**config.mk**
```make
export PLATFORM = sky130hd
export DESIGN_NAME = mdu_seq
export DESIGN_NICKNAME = d
export VERILOG_FILES = /design/src/rtl/mdu_seq_pkg.sv /design/src/rtl/mdu_sign_fix.sv /design/src/rtl/mdu_seq.sv
export SDC_FILE = /design/constraint.sdc
export NUM_CORES = 1
export LEC_CHECK = 0
export BUFFER_PORTS_ARGS = -buffer_cell sky130_fd_sc_hd__clkbuf_2
export CAP_MARGIN = 20
export CORE_MARGIN = 2
export CORE_UTILIZATION = 35
export DETAILED_ROUTE_END_ITERATION = 8
export GPL_ROUTABILITY_DRIVEN = 1
export HOLD_SLACK_MARGIN = 0.15
export PLACE_DENSITY_LB_ADDON = 0.15
export SETUP_SLACK_MARGIN = 0.05
export SLEW_MARGIN = 20
export SYNTH_ARGS = -nofsm -noshare
export SYNTH_HDL_FRONTEND = slang
export SYNTH_SLANG_ARGS = --single-unit
```
**constraint.sdc**
```tcl
create_clock -name clk_i -period 5.8 [get_ports clk_i]
set_clock_uncertainty 0.2 [all_clocks]
set_input_delay 0.87 -clock clk_i [delete_from_list [all_inputs] [get_ports clk_i]]
set_output_delay 0.87 -clock clk_i [all_outputs]
set_load 0.03 [all_outputs]
```
**src/rtl/mdu_seq_pkg.sv**
```systemverilog
// Shared definitions for the iterative RV32M multiply/divide unit.
package mdu_seq_pkg;

    localparam int unsigned MDU_XLEN  = 32;
    localparam int unsigned MDU_CNT_W = 5;

    // RV32M funct3 encodings
    localparam logic [2:0] MDU_OP_MUL    = 3'd0;
    localparam logic [2:0] MDU_OP_MULH   = 3'd1;
    localparam logic [2:0] MDU_OP_MULHSU = 3'd2;
    localparam logic [2:0] MDU_OP_MULHU  = 3'd3;
    localparam logic [2:0] MDU_OP_DIV    = 3'd4;
    localparam logic [2:0] MDU_OP_DIVU   = 3'd5;
    localparam logic [2:0] MDU_OP_REM    = 3'd6;
    localparam logic [2:0] MDU_OP_REMU   = 3'd7;

    typedef enum logic [1:0] {
        MDU_IDLE = 2'd0,
        MDU_CALC = 2'd1,
        MDU_DONE = 2'd2
    } mdu_state_e;

    // Per-operation control captured at accept
    typedef struct packed {
        logic [2:0] op;
        logic       neg_res;
        logic       neg_rem;
        logic       div_zero;
        logic       div_ovf;
    } mdu_ctl_t;

    function automatic logic mdu_a_signed(input logic [2:0] op);
        return !(op == MDU_OP_MULHU || op == MDU_OP_DIVU || op == MDU_OP_REMU);
    endfunction

    function automatic logic mdu_b_signed(input logic [2:0] op);
        return (op == MDU_OP_MUL || op == MDU_OP_MULH ||
                op == MDU_OP_DIV || op == MDU_OP_REM);
    endfunction

endpackage

```
**src/rtl/mdu_sign_fix.sv**
```systemverilog
// Operand magnitude/sign extraction at accept and result sign correction at finish.
module mdu_sign_fix
    import mdu_seq_pkg::*;
#(
    parameter int unsigned W = MDU_XLEN
) (
    input  logic [2:0]     op,
    input  logic [W-1:0]   a,
    input  logic [W-1:0]   b,
    output logic [W-1:0]   a_mag_c,
    output logic [W-1:0]   b_mag_c,
    output logic           neg_res_c,
    output logic           neg_rem_c,
    input  logic           fin_neg_res,
    input  logic           fin_neg_rem,
    input  logic [2*W-1:0] prod,
    input  logic [W-1:0]   quot,
    input  logic [W-1:0]   rem,
    output logic [2*W-1:0] prod_fix_c,
    output logic [W-1:0]   quot_fix_c,
    output logic [W-1:0]   rem_fix_c
);

    logic sa;
    logic sb;

    always_comb begin
        sa         = mdu_a_signed(op) & a[W-1];
        sb         = mdu_b_signed(op) & b[W-1];
        a_mag_c    = sa ? (~a + W'(1)) : a;
        b_mag_c    = sb ? (~b + W'(1)) : b;
        neg_res_c  = sa ^ sb;
        // remainder follows the dividend's sign
        neg_rem_c  = sa;
        prod_fix_c = fin_neg_res ? (~prod + (2*W)'(1)) : prod;
        quot_fix_c = fin_neg_res ? (~quot + W'(1)) : quot;
        rem_fix_c  = fin_neg_rem ? (~rem + W'(1)) : rem;
    end

endmodule

```
**src/rtl/mdu_seq.sv**
```systemverilog
// Radix-2 iterative RV32M multiply/divide unit with a valid/ready response.
module mdu_seq
    import mdu_seq_pkg::*;
#(
    parameter int unsigned XLEN         = MDU_XLEN,
    parameter bit          FAST_SPECIAL = 1'b1
) (
    input  logic            clk_i,
    input  logic            rst_i,
    input  logic            flush_i,
    input  logic            req_valid_i,
    output logic            req_ready_o,
    input  logic [2:0]      op_i,
    input  logic [XLEN-1:0] a_i,
    input  logic [XLEN-1:0] b_i,
    output logic            resp_valid_o,
    input  logic            resp_ready_i,
    output logic [XLEN-1:0] result_o,
    output logic            busy_o
);

    localparam logic [XLEN-1:0] MIN_NEG = {1'b1, {(XLEN-1){1'b0}}};

    mdu_state_e            state_q;
    mdu_ctl_t              ctl_q;
    logic [MDU_CNT_W-1:0]  cnt_q;
    logic [XLEN-1:0]       opd_q;
    logic [XLEN-1:0]       hi_q;
    logic [XLEN-1:0]       lo_q;

    logic [XLEN-1:0]       a_mag_c;
    logic [XLEN-1:0]       b_mag_c;
    logic                  neg_res_c;
    logic                  neg_rem_c;
    logic [2*XLEN-1:0]     prod_fix_c;
    logic [XLEN-1:0]       quot_fix_c;
    logic [XLEN-1:0]       rem_fix_c;

    logic [XLEN:0]         sum_c;
    logic [XLEN:0]         trial_c;
    logic                  qbit_c;
    logic [XLEN-1:0]       hi_nx_c;
    logic [XLEN-1:0]       lo_nx_c;
    logic [XLEN-1:0]       fin_result_c;
    logic                  div_zero_c;
    logic                  div_ovf_c;
    logic [XLEN-1:0]       spec_result_c;

    mdu_sign_fix #(.W(XLEN)) u_sign_fix (
        .op          (op_i),
        .a           (a_i),
        .b           (b_i),
        .a_mag_c     (a_mag_c),
        .b_mag_c     (b_mag_c),
        .neg_res_c   (neg_res_c),
        .neg_rem_c   (neg_rem_c),
        .fin_neg_res (ctl_q.neg_res),
        .fin_neg_rem (ctl_q.neg_rem),
        .prod        ({hi_nx_c, lo_nx_c}),
        .quot        (lo_nx_c),
        .rem         (hi_nx_c),
        .prod_fix_c  (prod_fix_c),
        .quot_fix_c  (quot_fix_c),
        .rem_fix_c   (rem_fix_c)
    );

    // One iteration: shift-add multiply in {hi,lo}, or restoring divide with hi as remainder
    always_comb begin
        sum_c   = {1'b0, hi_q} + (lo_q[0] ? {1'b0, opd_q} : '0);
        trial_c = {hi_q, lo_q[XLEN-1]};
        qbit_c  = (trial_c >= {1'b0, opd_q});
        if (ctl_q.op[2]) begin
            hi_nx_c = qbit_c ? (trial_c[XLEN-1:0] - opd_q) : trial_c[XLEN-1:0];
            lo_nx_c = {lo_q[XLEN-2:0], qbit_c};
        end else begin
            hi_nx_c = sum_c[XLEN:1];
            lo_nx_c = {sum_c[0], lo_q[XLEN-1:1]};
        end
    end

    // Result selection after the last iteration; divide-by-zero remainder already equals a
    always_comb begin
        if (!ctl_q.op[2]) begin
            fin_result_c = (ctl_q.op[1:0] == 2'b00) ? prod_fix_c[XLEN-1:0]
                                                    : prod_fix_c[2*XLEN-1:XLEN];
        end else if (!ctl_q.op[1]) begin
            fin_result_c = ctl_q.div_zero ? '1 : (ctl_q.div_ovf ? MIN_NEG : quot_fix_c);
        end else begin
            fin_result_c = ctl_q.div_ovf ? '0 : rem_fix_c;
        end
    end

    always_comb begin
        div_zero_c    = op_i[2] && (b_i == '0);
        div_ovf_c     = (op_i == MDU_OP_DIV || op_i == MDU_OP_REM) &&
                        (a_i == MIN_NEG) && (b_i == '1);
        spec_result_c = op_i[1] ? (div_zero_c ? a_i : '0)
                                : (div_zero_c ? '1 : MIN_NEG);
    end

    always_ff @(posedge clk_i or posedge rst_i) begin
        if (rst_i) begin
            state_q      <= MDU_IDLE;
            ctl_q        <= '0;
            cnt_q        <= '0;
            opd_q        <= '0;
            hi_q         <= '0;
            lo_q         <= '0;
            result_o     <= '0;
            resp_valid_o <= 1'b0;
            busy_o       <= 1'b0;
            req_ready_o  <= 1'b1;
        end else if (flush_i) begin
            state_q      <= MDU_IDLE;
            resp_valid_o <= 1'b0;
            busy_o       <= 1'b0;
            req_ready_o  <= 1'b1;
        end else begin
            case (state_q)
                MDU_IDLE: begin
                    if (req_valid_i) begin
                        ctl_q       <= '{op: op_i, neg_res: neg_res_c, neg_rem: neg_rem_c,
                                         div_zero: div_zero_c, div_ovf: div_ovf_c};
                        cnt_q       <= '0;
                        hi_q        <= '0;
                        lo_q        <= op_i[2] ? a_mag_c : b_mag_c;
                        opd_q       <= op_i[2] ? b_mag_c : a_mag_c;
                        busy_o      <= 1'b1;
                        req_ready_o <= 1'b0;
                        if (FAST_SPECIAL && (div_zero_c || div_ovf_c)) begin
                            state_q      <= MDU_DONE;
                            result_o     <= spec_result_c;
                            resp_valid_o <= 1'b1;
                        end else begin
                            state_q <= MDU_CALC;
                        end
                    end
                end
                MDU_CALC: begin
                    hi_q  <= hi_nx_c;
                    lo_q  <= lo_nx_c;
                    cnt_q <= cnt_q + MDU_CNT_W'(1);
                    if (cnt_q == MDU_CNT_W'(XLEN - 1)) begin
                        state_q      <= MDU_DONE;
                        result_o     <= fin_result_c;
                        resp_valid_o <= 1'b1;
                    end
                end
                MDU_DONE: begin
                    if (resp_ready_i) begin
                        state_q      <= MDU_IDLE;
                        resp_valid_o <= 1'b0;
                        busy_o       <= 1'b0;
                        req_ready_o  <= 1'b1;
                    end
                end
                default: begin
                    state_q      <= MDU_IDLE;
                    resp_valid_o <= 1'b0;
                    busy_o       <= 1'b0;
                    req_ready_o  <= 1'b1;
                end
            endcase
        end
    end

endmodule

```
# After elaboration in Yosys (flattened, before gate mapping)
# Index checks and enable logic that the tools add are counted.
dict set report classes {
  order_cmp 1
  n_div 0
  add_sub_neg 8
  shift 0
  bitwise 9
  mux 49
  eq_ne 19
  reduce_logical 22
  n_mul 0
}
# operator n
set ops {}
lappend ops {{32-bit 2-to-1 mux} 23}
lappend ops {{32-bit one-hot mux with 2 select lines} 3}
lappend ops {{32-bit by 1-bit adder with 32-bit output, second input constant} 4}
lappend ops {{32-bit inverter} 4}
lappend ops {{64-bit by 1-bit adder with 64-bit output, second input constant} 1}
lappend ops {{32-bit equality test, second input constant} 2}
lappend ops {{64-bit 2-to-1 mux} 1}
lappend ops {{64-bit inverter} 1}
lappend ops {{32-bit by 32-bit adder with 33-bit output} 1}
lappend ops {{33-bit by 32-bit greater-or-equal comparator with 1-bit output} 1}
lappend ops {{32-bit zero test} 1}
lappend ops {{32-bit subtractor} 1}
lappend ops {{31-bit 2-to-1 mux} 1}
lappend ops {{3-bit equality test, second input constant} 4}
lappend ops {{3-bit inequality test, second input constant} 4}
lappend ops {{3-bit AND reduction} 4}
lappend ops {{1-bit 2-to-1 mux} 10}
lappend ops {{2-bit 2-to-1 mux} 5}
lappend ops {{5-bit one-hot mux with 2 select lines} 1}
lappend ops {{1-bit one-hot mux with 3 select lines} 3}
lappend ops {{2-bit inequality test, second input constant} 4}
lappend ops {{1-bit logical OR} 7}
lappend ops {{2-bit one-hot mux with 3 select lines} 1}
lappend ops {{5-bit by 1-bit adder with 5-bit output, second input constant} 1}
lappend ops {{other kinds (16)} 20}
dict set report word_totals {
  inputBits 72
  ram_bits 0
  latch_bits 0
  output_inout_bits 35
  mem_count 0
  register_bits 145
  rom_bits 0
}

# Logic depth before layout (Yosys ltp)
# Gate-level depths: netlist of the first run.
dict set report logic_depth {
  word_depth 12
  mapped_depth 20
  mapped_depth_nobuf 17
}

# Hierarchy
# Synthesis of the first run repeated with hierarchy kept, for this count alone.
dict set report hier_totals {
  hier_cells 2219
  hier_area_um2 17090.1
}
# module cells_each seq_area_each_um2 instances area_per_inst_um2
set modules_own_cells {}
lappend modules_own_cells {mdu_seq 1610 3629.7 1 12847.3}
lappend modules_own_cells {mdu_sign_fix 609 0.0 1 4242.8}

# Least setup slack after synthesis of the first run
# No wires, ideal clock.
dict set report synth_timing {
  path_type {reg2reg}
  start {register lo_q[0]}
  end {register result_o[29]}
  path_buffers 2
  t_arrival_ns 4.098
  setup_ns 0.096
  path_stages_with_launch 18
  path_slack_ns 1.406
  path_cell_list {dfrtp_1 -> clkbuf_1 -> and2_1 -> ha_1 -> a21o_1 -> a221o_1 -> o21a_1 -> or3_1 -> a21oi_1 -> a31o_2 -> and3_4 -> nand3_2 -> or3_1 -> buf_6 -> o41a_1 -> xor2_1 -> a21boi_1 -> o31ai_1}
}
dict set report synth_via {
  elab_chain_cells 11
  word_cells_on_any_way 21
  classes_between {add/sub (4); mux (14); bitwise (3)}
}
# element line
set synth_rtl {}
lappend synth_rtl {{from (decl)} mdu_seq.sv:29} ;# logic [XLEN-1:0] lo_q;
lappend synth_rtl {{from (signal assigned)} mdu_seq.sv:126} ;# lo_q <= op_i[2] ? a_mag_c : b_mag_c;
lappend synth_rtl {{from (signal assigned)} mdu_seq.sv:141} ;# lo_q <= lo_nx_c;
lappend synth_rtl {{32-bit 2-to-1 mux} mdu_seq.sv:69} ;# sum_c = {1'b0, hi_q} + (lo_q[0] ? {1'b0, opd_q} : '0);
lappend synth_rtl {{32-bit by 32-bit adder with 33-bit output} mdu_seq.sv:69}
lappend synth_rtl {{32-bit 2-to-1 mux} mdu_seq.sv:72} ;# if (ctl_q.op[2]) begin
lappend synth_rtl {{32-bit inverter} mdu_sign_fix.sv:37} ;# rem_fix_c = fin_neg_rem ? (~rem + W'(1)) : rem;
lappend synth_rtl {{32-bit by 1-bit adder with 32-bit output} mdu_sign_fix.sv:37}
lappend synth_rtl {{32-bit 2-to-1 mux} mdu_sign_fix.sv:37}
lappend synth_rtl {{32-bit 2-to-1 mux} mdu_seq.sv:89} ;# fin_result_c = ctl_q.div_ovf ? '0 : rem_fix_c;
lappend synth_rtl {{32-bit 2-to-1 mux} mdu_seq.sv:86} ;# end else if (!ctl_q.op[1]) begin
lappend synth_rtl {{32-bit 2-to-1 mux (*)} mdu_seq.sv:83} ;# if (!ctl_q.op[2]) begin
lappend synth_rtl {{32-bit 2-to-1 mux (*)} mdu_seq.sv:143} ;# if (cnt_q == MDU_CNT_W'(XLEN - 1)) begin
lappend synth_rtl {{32-bit one-hot mux with 2 select lines (*)} mdu_seq.sv:119} ;# case (state_q)
lappend synth_rtl {{to (signal assigned)} mdu_seq.sv:132} ;# result_o <= spec_result_c;
lappend synth_rtl {{to (signal assigned)} mdu_seq.sv:145} ;# result_o <= fin_result_c;
lappend synth_rtl {{to (decl)} mdu_seq.sv:18} ;# output logic [XLEN-1:0] result_o,
# Every way passes the cells marked *; elsewhere a longest branch is shown, timed or not. The select of a mux whose other input is x is not followed.
# A chain may end at the register's enable or synchronous reset.

# Worst setup path after layout of the first run
dict set report layout_timing {
  start {register lo_q[31]}
  end {register result_o[27]}
}
dict set report layout_via {
  elab_chain_cells 11
  word_cells_on_any_way 22
  classes_between {add/sub (4); order compare (1); mux (14); bitwise (3)}
}
# element line
set layout_rtl {}
lappend layout_rtl {{32-bit subtractor / 33-bit by 32-bit greater-or-equal comparator with 1-bit output (equally long branches)} {mdu_seq.sv:73, mdu_seq.sv:71}}
lappend layout_rtl {{32-bit 2-to-1 mux (on tied branches)} {mdu_seq.sv:73, mdu_seq.sv:72}}
lappend layout_rtl {{32-bit 2-to-1 mux / 32-bit inverter (equally long branches)} {mdu_seq.sv:72, mdu_sign_fix.sv:36}}
lappend layout_rtl {{32-bit inverter / 32-bit by 1-bit adder with 32-bit output (equally long branches)} {mdu_sign_fix.sv:37, mdu_sign_fix.sv:36}}
lappend layout_rtl {{32-bit by 1-bit adder with 32-bit output / 32-bit 2-to-1 mux (equally long branches)} {mdu_sign_fix.sv:37, mdu_sign_fix.sv:36}}
lappend layout_rtl {{32-bit 2-to-1 mux (on tied branches)} {mdu_sign_fix.sv:37, mdu_seq.sv:87}}
lappend layout_rtl {{32-bit 2-to-1 mux (on tied branches)} {mdu_seq.sv:89, mdu_seq.sv:87}}
lappend layout_rtl {{32-bit 2-to-1 mux} mdu_seq.sv:86}
lappend layout_rtl {{32-bit 2-to-1 mux (*)} mdu_seq.sv:83}
lappend layout_rtl {{32-bit 2-to-1 mux (*)} mdu_seq.sv:143}
lappend layout_rtl {{32-bit one-hot mux with 2 select lines (*)} mdu_seq.sv:119}
# Marked as above.

==> flow_summary.yaml, run 1 <==
outcome:
  outcome: "complete, no violations"
setup_path:
  crit_end: "result_o[27]"
  cp-startpoint: "lo_q[31]"
  path_max_fanout: 7
  worstSetupPathType: "register to register"
  cp.arrival_ns: 5.55
  rr_startpoint: "lo_q[31]"
  rr_worst_depth: 18
  rrSetupSlack_ns: 0.44
  worst_setup_path_start_kind: "register"
  end_kind: "register"
  r2r-end: "result_o[27]"
  required_ns: 5.99
synth:
  ys_warn_count: 0
  syn_area_um2: 16800
  synth_flop_cell: "dfrtp_1"
  seq_area_frac_synth_pct: 21.6
  synth_commonest_cells: "nand2_1 (291), o21ai_0 (259), nor2_1 (212)"
  synthArstFlopShare_pct: 100
  synth_edf_count: 0
  synth_cell_type_count: 104
  synthTopCellsByArea: "dfrtp_1 (21%), o21ai_0 (7.7%), nand2_1 (6.5%)"
  synthDominantCellAreaShare_pct: 21.5
  synth_most_common_cell: "nand2_1"
  syn_avg_cell_area_um2: 7.21
  syn_nets: 2472
  synth.largest_area_cell: "dfrtp_1"
  syn_inst: 2329
  synth-seq-cells: 145
cts:
  cts_resized: 0
  clock_sinks: 145
  clock_path_buffers: 2
  holdBufCountCts: 0
  root_buffer: "clkbuf_16"
  numCtsBuffers: 17
  post_cts_buffers: 0
  insertion_delay_ns: 0.47
  clk_pin_slew_ns: 0.07
  h-tree-depth: 4
  cts_tree: "done"
global_routing:
  grt_pass1_wl_um: 115000
  antenna_found_initial: 7
  overflow: 0
  grt_usage_pct: 30.8
  grt_max_degree: 76
  grt_pass1_vias: 17500
sta:
  timing.final.max_slew_violations: 0
  max_freq_ghz: 0.187
  setup_viol: 0
  fin_crit_sh_pct: 92.4
  finalHoldViolCount: 0
  setup_tns_ns: 0
  tightest_slew_ns: 0.942
  rsz0062_at_grt: "no"
  fin_crit_ns: 5.36
  max_slew_margin_pct: 37.1
detailed_routing:
  wl_um: 77400
  route.detailed.drc: 0
  dr_total_vias: 18700
  wl_per_cell_um: 25.6
  routed_via_density: 6.19
  antenna_left: 0
  first_iter_violations: 1864
  dr.pass1.iters: 8
power_and_ir_drop:
  vdd_drop_max_mv: 0.289
  p_per_area_nw_per_um2: 666
  total_leakage_power_nw: 7.71
final_layout:
  stdcell_count: 3022
  drive_above_1_share_pct: 12.4
  finalNetCount: 2535
  postLayoutCoreUtil_pct: 39.4
  area_delta_synth_final_pct: 11.6
flow_run:
  cap_violations: 0
floorplanning:
  coreArea_um2: 47500
  rows: 80
  die-area_um2: 49700
  die_w_um: 223
  die_h_um: 223
  io_pins: 107
  start_util_pct: 35.3
place:
  port_buffers: 106
  gp_congestion: 0.953
  dp.cells: 2988
  dpl.hpwl_um: 61900
worst_hold_path:
  hold_path.class: "input pin to async pin"
-- worst min-delay path by stage --
stage                     end       from  cells past startpoint
detailed placement  opd_q[25]  opd_q[25]                      2
finish                hi_q[0]      rst_i                      2
CTS                   hi_q[0]      rst_i                      2
global route         lo_q[20]      rst_i                      2
floorplan            ctl_q[4]   ctl_q[4]                      2
global placement     cnt_q[4]   cnt_q[4]                      1
-- sequential cells by signal (all words and copies together) (netlist names) --
signal / flops
result_o: 32
opd_q: 32
state_q: 2
req_ready_o: 1
ctl_q: 7
resp_valid_o: 1
cnt_q: 5
hi_q: 32
busy_o: 1
lo_q: 32
-- where the power goes --
group | internal, mW | switching [mW] | total, mW
logic | 3.19 | 6.17 | 9.37
registers | 1.42 | 0.560 | 1.98
clock network | 0.609 | 0.518 | 1.13
total | 5.22 | 7.25 | 12.5
-- critical path, stage by stage, from the launching register on --
cell and delay (ns):
dfrtp_1 0.43, inv_1 0.13, ha_1 0.17, inv_1 0.05, fa_1 0.42, a211oi_1 0.42, o21ai_0 0.29, a211oi_1 0.56
o21ai_0 0.37, buf_4 0.25, xor2_1 0.15, nand2_1 0.09, a22o_1 0.18, and3_1 0.32, inv_1 0.20, or4_1 0.50
o221ai_1 0.18, o21ai_0 0.18, a31oi_1 0.20
-- cell families after synthesis --
kind of cell / after synthesis / synth area share [%]
AO/OA/AOI/OAI: 828 / 31.3
adder cells (fa/ha/maj): 71 / 5.38
flip-flops: 145 / 21.6
buffers and inverters: 216 / 5.34
XOR/XNOR: 172 / 8.97
multiplexers: 57 / 3.47
AND/OR/NAND/NOR: 840 / 23.9
-- cell type report --
type	instances	area [um2]
timing repair buffer	195	1210
multi-input combinational	1968	12300
clock buffer	19	443
antenna	2	5.00
fill	5072	28800
sequential	145	3630
inverter	65	249
clock inverter	13	129
tap	615	769
-- per-stage QoR --
| step | instance area [um2] | hold slack (ns) | setup WS [ns] | power [mW] |
|---|---|---|---|---|
| 6_report | 18700 | 0.267 | 0.439 | 12.5 |
| 4_1_cts | 18700 | 0.254 | 0.480 | 12.3 |
| 3_3_place_gp | 18200 | 0.291 | 0.511 | 11.1 |
| 5_1_grt | 18700 | 0.292 | 0.169 | 13.3 |
| 3_5_place_dp | 18200 | 0.298 | 0.482 | 11.1 |
| 2_1_floorplan | 16800 | 0.261 | 0.837 | 7.85 |
-- metal layers --
| layer | share of wire [%] | track usage (%) | wire [um] |
|---|---|---|---|
| met5 | 0.034 | 0 | 26 |
| met4 | 3.9 | 12.3 | 3020 |
| met3 | 6.9 | 4.02 | 5320 |
| met2 | 45 | 48.7 | 34400 |
| met1 | 45 | 42.5 | 34600 |
-- cell usage in the layout (no fill, tap or decap), types with 15 or more instances in the layout --
master,count
nand2_1,290
o21ai_0,259
nor2_1,212
a21oi_1,198
dfrtp_1,142
clkbuf_2,106
xnor2_1,94
buf_4,88
xor2_1,78
ha_1,69
inv_1,62
nor3_1,52
nand3_1,51
mux2i_1,48
a31oi_1,45
o31ai_1,44
and2_1,43
nand4_1,33
o211ai_1,31
or3_1,27
a211oi_1,27
nor4_1,23
a21o_1,22
nand2b_1,21
o21a_1,21
a22o_1,19
o221ai_1,17
clkbuf_16,17
and3_1,15
Power figures use the tool's default switching activity.
==> run 2, diff against run 1 <==
Clock period 5.8 ns to 4.5 ns, I/O delays scaled along.
==> flow_summary.yaml, run 2 (synthesized netlist as in run 1, its figures left out) <==
outcome:
  outcome: "finished, violations left"
  violations: "setup timing"
setup_path:
  worstSetupPathType: "register to register"
  path_max_fanout: 3
  slowest_stage: "or4_1"
  cp.arrival_ns: 4.74
  path_cells: "inv_2 -> ha_4 -> inv_2 -> fa_2 -> a211oi_4 -> buf_4 -> o211ai_1 -> buf_4 -> nand3_2 -> nand4_1 -> xor2_1 -> nand2_1 -> a221oi_4 -> a311oi_4 -> nand2_1 -> or4_1 -> o221ai_2 -> o21ai_2 -> a31oi_1"
  worst_setup_path_start_kind: "register"
  end_kind: "register"
  required_ns: 4.70
  cpPeakStageDelay_ns: 0.55
final_layout:
  area_delta_synth_final_pct: 39.5
  drive_above_1_share_pct: 32.1
  ff_latch_area_um2: 3640
  fillers: 4740
  finalNetCount: 2954
  final_common_cell: "buf_4"
  layout_common_cells: "buf_4 (476), nand2_1 (285), o21ai_0 (229), nor2_1 (208), a21oi_1 (168)"
  multi_input_area_um2: 13600
sta:
  tightest_slew_ns: 1.05
  setup_viol: 4
  max_slew_margin_pct: 29.5
  timing.final.max_slew_violations: 0
  fin_crit_sh_pct: 101
  finalHoldViolCount: 0
  max_freq_ghz: 0.220
  fin_ws_ns: -0.0471
  rsz0062_at_grt: "yes"
  fin_crit_ns: 4.55
  timing.hold.ws_ns: 0.199
cts:
  h-tree-depth: 4
  numCtsBuffers: 17
  root_buffer: "clkbuf_16"
  clk_pin_slew_ns: 0.07
  insertion_delay_ns: 0.48
  clock_sinks: 145
  cts_tree: "done"
  clock_path_buffers: 2
global_routing:
  grt_max_degree: 146
  antenna_found_initial: 5
  overflow: 0
  grt_pass1_vias: 19100
  grt_pass1_wl_um: 122000
  grt_usage_pct: 32.6
floorplanning:
  die-area_um2: 49700
  coreArea_um2: 47500
  start_util_pct: 35.3
  die_h_um: 223
  io_pins: 107
  die_w_um: 223
  rows: 80
flow_run:
  cap_violations: 0
power_and_ir_drop:
  switching_share_pct: 52.2
  p_comb_share_pct: 81.4
  p_clk_share_pct: 7.2
  vdd_drop_max_mv: 0.378
  total_leakage_power_nw: 10.0
  p_per_area_nw_per_um2: 908
  p_int_mw: 10.2
  p_sw_mw: 11.1
  pwr-share-seq_pct: 11.4
place:
  gp_congestion: 0.990
  post-place-ws_ns: -0.559
  port_buffers: 106
  dpl.hpwl_um: 65900
detailed_routing:
  wl_um: 82900
  routed_via_density: 5.87
  route.detailed.drc: 0
  antenna_left: 0
  first_iter_violations: 2015
  dr.pass1.iters: 6
  wl_per_cell_um: 24.1
  dr_total_vias: 20200
worst_hold_path:
  hold_path.class: "input pin to async pin"
-- run 2: cell types whose count changed in the layout (fill, tap and decap cells not counted), sizes merged --
cell	previous run	this run
clkinvlp	3	4
diode	2	1
inv	68	70
buf	89	508
clkinv	6	5
clkbuf	125	123
-- run 2: worst paths after layout --
kind,start,slack [ns],to,cells after the start
worst max-delay path,lo_q[31],-0.05,result_o[27],19
worst min-delay path,rst_i,0.20,opd_q[3],3
worst max register to register,lo_q[31],-0.05,result_o[27],19
worst min register to register,cnt_q[4],0.34,cnt_q[4],1
max in group asynchronous,rst_i,3.15,opd_q[26],3
min in group clk_i,op_i[0],0.28,ctl_q[4],3
-- run 2: cell type report --
cell class	instances	share of cell area [%]
flip-flops and latches	145	15.5
repair buffers	614	19.4
clock buffers	17	1.82
clock inverters	15	0.716
well taps	615	3.29
inverters	65	1.08
multi-input cells	1968	58.2
diodes	1	0.0107
-- run 2: per-layer routing --
layer	wire length (um)	GRT usage, %	part of all wire (%)	vias up
met2	37700	52.5	45	756
met4	3370	12.6	4.1	0
met1	36600	44.2	44	9816
met3	5310	4.70	6.4	127
li1	-	-	-	9488
met5	0	0	0	-
-- run 2: repair_timing --
action                     in CTS  in global routing
setup endpoints to repair      29                 29
setup buffers                  31                 28
gates resized for setup       117                184
hold buffers                    0                  0
pin swaps                      58                111
-- run 2: power by group through the flow --
stage | Combinational [mW] | Sequential [mW] | Clock (mW)
floorplan | 7.65 | 2.47 | 0
global placement | 14.7 | 2.39 | 0
detailed placement | 14.8 | 2.40 | 0
CTS | 15.7 | 2.39 | 1.53
global route | 18.5 | 2.50 | 1.59
finish | 17.3 | 2.44 | 1.52
-- run 2: through the flow --
stage / std cells / cell area [um2] / total power [mW] / util (%) / TNS (ns)
6_report: 3440 / 23400 / 21.3 / 49.3 / -0.115
5_1_grt: 3439 / 23400 / 22.5 / 49.3 / -1.66
4_1_cts: 3412 / 22400 / 19.7 / 47.0 / 0
3_5_place_dp: 3349 / 20900 / 17.2 / 44.1 / -8.89
3_3_place_gp: 3349 / 20900 / 17.1 / 44.1 / -11.54
2_1_floorplan: 2329 / 16800 / 10.1 / - / 0
-- run 2: critical path: cells and delay by family, from the launching register on --
kind	cells	cell delay [ns]
XOR/XNOR	1	0.27
buffers and inverters	4	0.47
AO/OA/AOI/OAI	7	1.45
adder cells (fa/ha/maj)	2	0.50
flip-flops	1	0.39
AND/OR/NAND/NOR	5	1.18
==> run 3, diff against run 2 <==
Settings changed: REMOVE_ABC_BUFFERS set to 1.
==> flow_summary.yaml, run 3 (synthesized netlist as in run 1, its figures left out) <==
detailed_routing:
  dr_total_vias: 19900
  wl_um: 77100
  route.detailed.drc: 0
  antenna_left: 0
  dr.pass1.iters: 6
  wl_per_cell_um: 22.7
  first_iter_violations: 1751
  routed_via_density: 5.86
global_routing:
  grt_usage_pct: 30.0
  grt_max_degree: 92
  grt_pass1_vias: 18800
  overflow: 0
  antenna_found_initial: 2
  grt_pass1_wl_um: 114000
sta:
  fin_crit_ns: 4.40
  max_freq_ghz: 0.227
  timing.hold.ws_ns: 0.198
  max_slew_margin_pct: 36.4
  finalHoldViolCount: 0
  fin_crit_sh_pct: 97.8
  rsz0062_at_grt: "yes"
  setup_viol: 0
  timing.final.max_slew_violations: 0
  tightest_slew_ns: 0.955
place:
  gp_congestion: 0.992
  port_buffers: 106
  dpl.hpwl_um: 60900
  dp.cells: 3307
  postPlaceCellArea_um2: 20600
cts:
  cts_tree: "done"
  clock_sinks: 145
  clock_path_buffers: 2
  root_buffer: "clkbuf_16"
  insertion_delay_ns: 0.46
  h-tree-depth: 4
  numCtsBuffers: 17
  clk_pin_slew_ns: 0.06
final_layout:
  ff_latch_area_um2: 3640
  area_delta_synth_final_pct: 37.8
  layout_common_cells: "buf_4 (432), nand2_1 (282), o21ai_0 (233), nor2_1 (204), a21oi_1 (164)"
  insertedDiodeCount: 0
  postLayoutCoreUtil_pct: 48.7
  multi_input_area_um2: 13700
  drive_above_1_share_pct: 31.4
  fillers: 4669
  stdcell_count: 3392
  finalInstanceArea_um2: 23100
  final_common_cell: "buf_4"
  finalNetCount: 2907
setup_path:
  worstSetupPathType: "register to register"
  path_cells: "ha_4 -> nand4_1 -> nor4b_4 -> a21oi_2 -> o211a_4 -> buf_4 -> a31oi_4 -> a22oi_2 -> buf_6 -> nor3_4 -> buf_4 -> buf_4 -> nand3_1 -> o21a_1 -> xnor2_1 -> o21ai_0 -> o2111ai_1 -> a31oi_1"
  worst_setup_path_start_kind: "register"
  rr_worst_depth: 18
  end_kind: "register"
  rrSetupSlack_ns: 0.1
  required_ns: 4.68
  cp.arrival_ns: 4.58
  slowest_stage: "dfrtp_2"
  crit_buf_inv: 4
  cp.depth: 18
  r2r-end: "result_o[10]"
  path_delay_family: "compound AO/OA/AOI/OAI gates"
  rr_startpoint: "hi_q[7]"
  cpPeakStageDelay_ns: 0.46
  crit_top_cell: "buf_4"
  path_max_fanout: 8
worst_hold_path:
  hold_path.class: "input pin to async pin"
floorplanning:
  io_pins: 107
  die_h_um: 223
  die-area_um2: 49700
  coreArea_um2: 47500
  start_util_pct: 35.3
  die_w_um: 223
  rows: 80
flow_run:
  cap_violations: 0
power_and_ir_drop:
  power_mw: 20.5
  p_per_area_nw_per_um2: 884
  total_leakage_power_nw: 9.75
  vdd_drop_max_mv: 0.393
outcome:
  outcome: "complete, no violations"
## run 3: cell count changes in the layout (fill, tap and decap cells not counted), sizes merged, moves of 2 or more
cell      before  now
buf          508  460
clkbuf       123  130
inv           70   63
bufinv         1    5
clkinvlp       4    2
## run 3: layer usage
layer,vias to the layer above,routed length [um],part of all wire (%),GRT usage [%]
met5,-,0,0,0
met2,727,35300,46,48.5
li1,9415,-,-,-
met4,0,3030,3.9,11.7
met3,156,4500,5.8,4.19
met1,9571,34300,44,40.4
## run 3: stage by stage
stage	setup slack, ns	TNS, ns
global placement	-0.483	-2.50
detailed placement	-0.397	-2.50
global route	-0.0313	-0.0910
finish	0.0974	0
CTS	0.0494	0
floorplan	-2.28	-97.77
## run 3: worst max-delay path by stage
stage                  start            to  slack, ns
floorplan           ctl_q[6]  result_o[29]      -2.28
global placement    opd_q[0]  result_o[30]      -0.48
detailed placement   lo_q[0]  result_o[30]      -0.40
CTS                  lo_q[0]  result_o[30]       0.05
global route        hi_q[22]  result_o[13]      -0.03
finish               hi_q[7]  result_o[10]        0.1
## run 3: where the power goes
part	switching (mW)	internal [mW]
clock	0.629	1.04
combinational	9.15	7.18
sequential	0.624	1.84
total	10.4	10.1
## run 3: worst reg2reg max path, cell delays in order, from the launching register on
cell and delay [ns]:
dfrtp_2 0.46, ha_4 0.29, nand4_1 0.21, nor4b_4 0.43, a21oi_2 0.12, o211a_4 0.31
buf_4 0.19, a31oi_4 0.16, a22oi_2 0.12, buf_6 0.18, nor3_4 0.25, buf_4 0.19
buf_4 0.11, nand3_1 0.13, o21a_1 0.23, xnor2_1 0.15, o21ai_0 0.16, o2111ai_1 0.21
a31oi_1 0.23
## run 3: final cells by class
cell class / count / share of cell area (%)
inverters: 65 / 1.09
well taps: 615 / 3.33
clock buffers: 23 / 2.11
multi-input cells: 1968 / 59.0
clock inverters: 9 / 0.762
repair buffers: 567 / 18.0
flip-flops and latches: 145 / 15.7
## run 3: timing repair
| item | CTS | global route |
|---|---|---|
| buffers inserted | 6 | 46 |
| gates cloned | 0 | 1 |
| hold buffers | 0 | 0 |
| gates resized for setup | 62 | 244 |
| setup endpoints to repair | 21 | 28 |
| pin swaps | 29 | 99 |
| endpoints found under the hold margin | 0 | 0 |
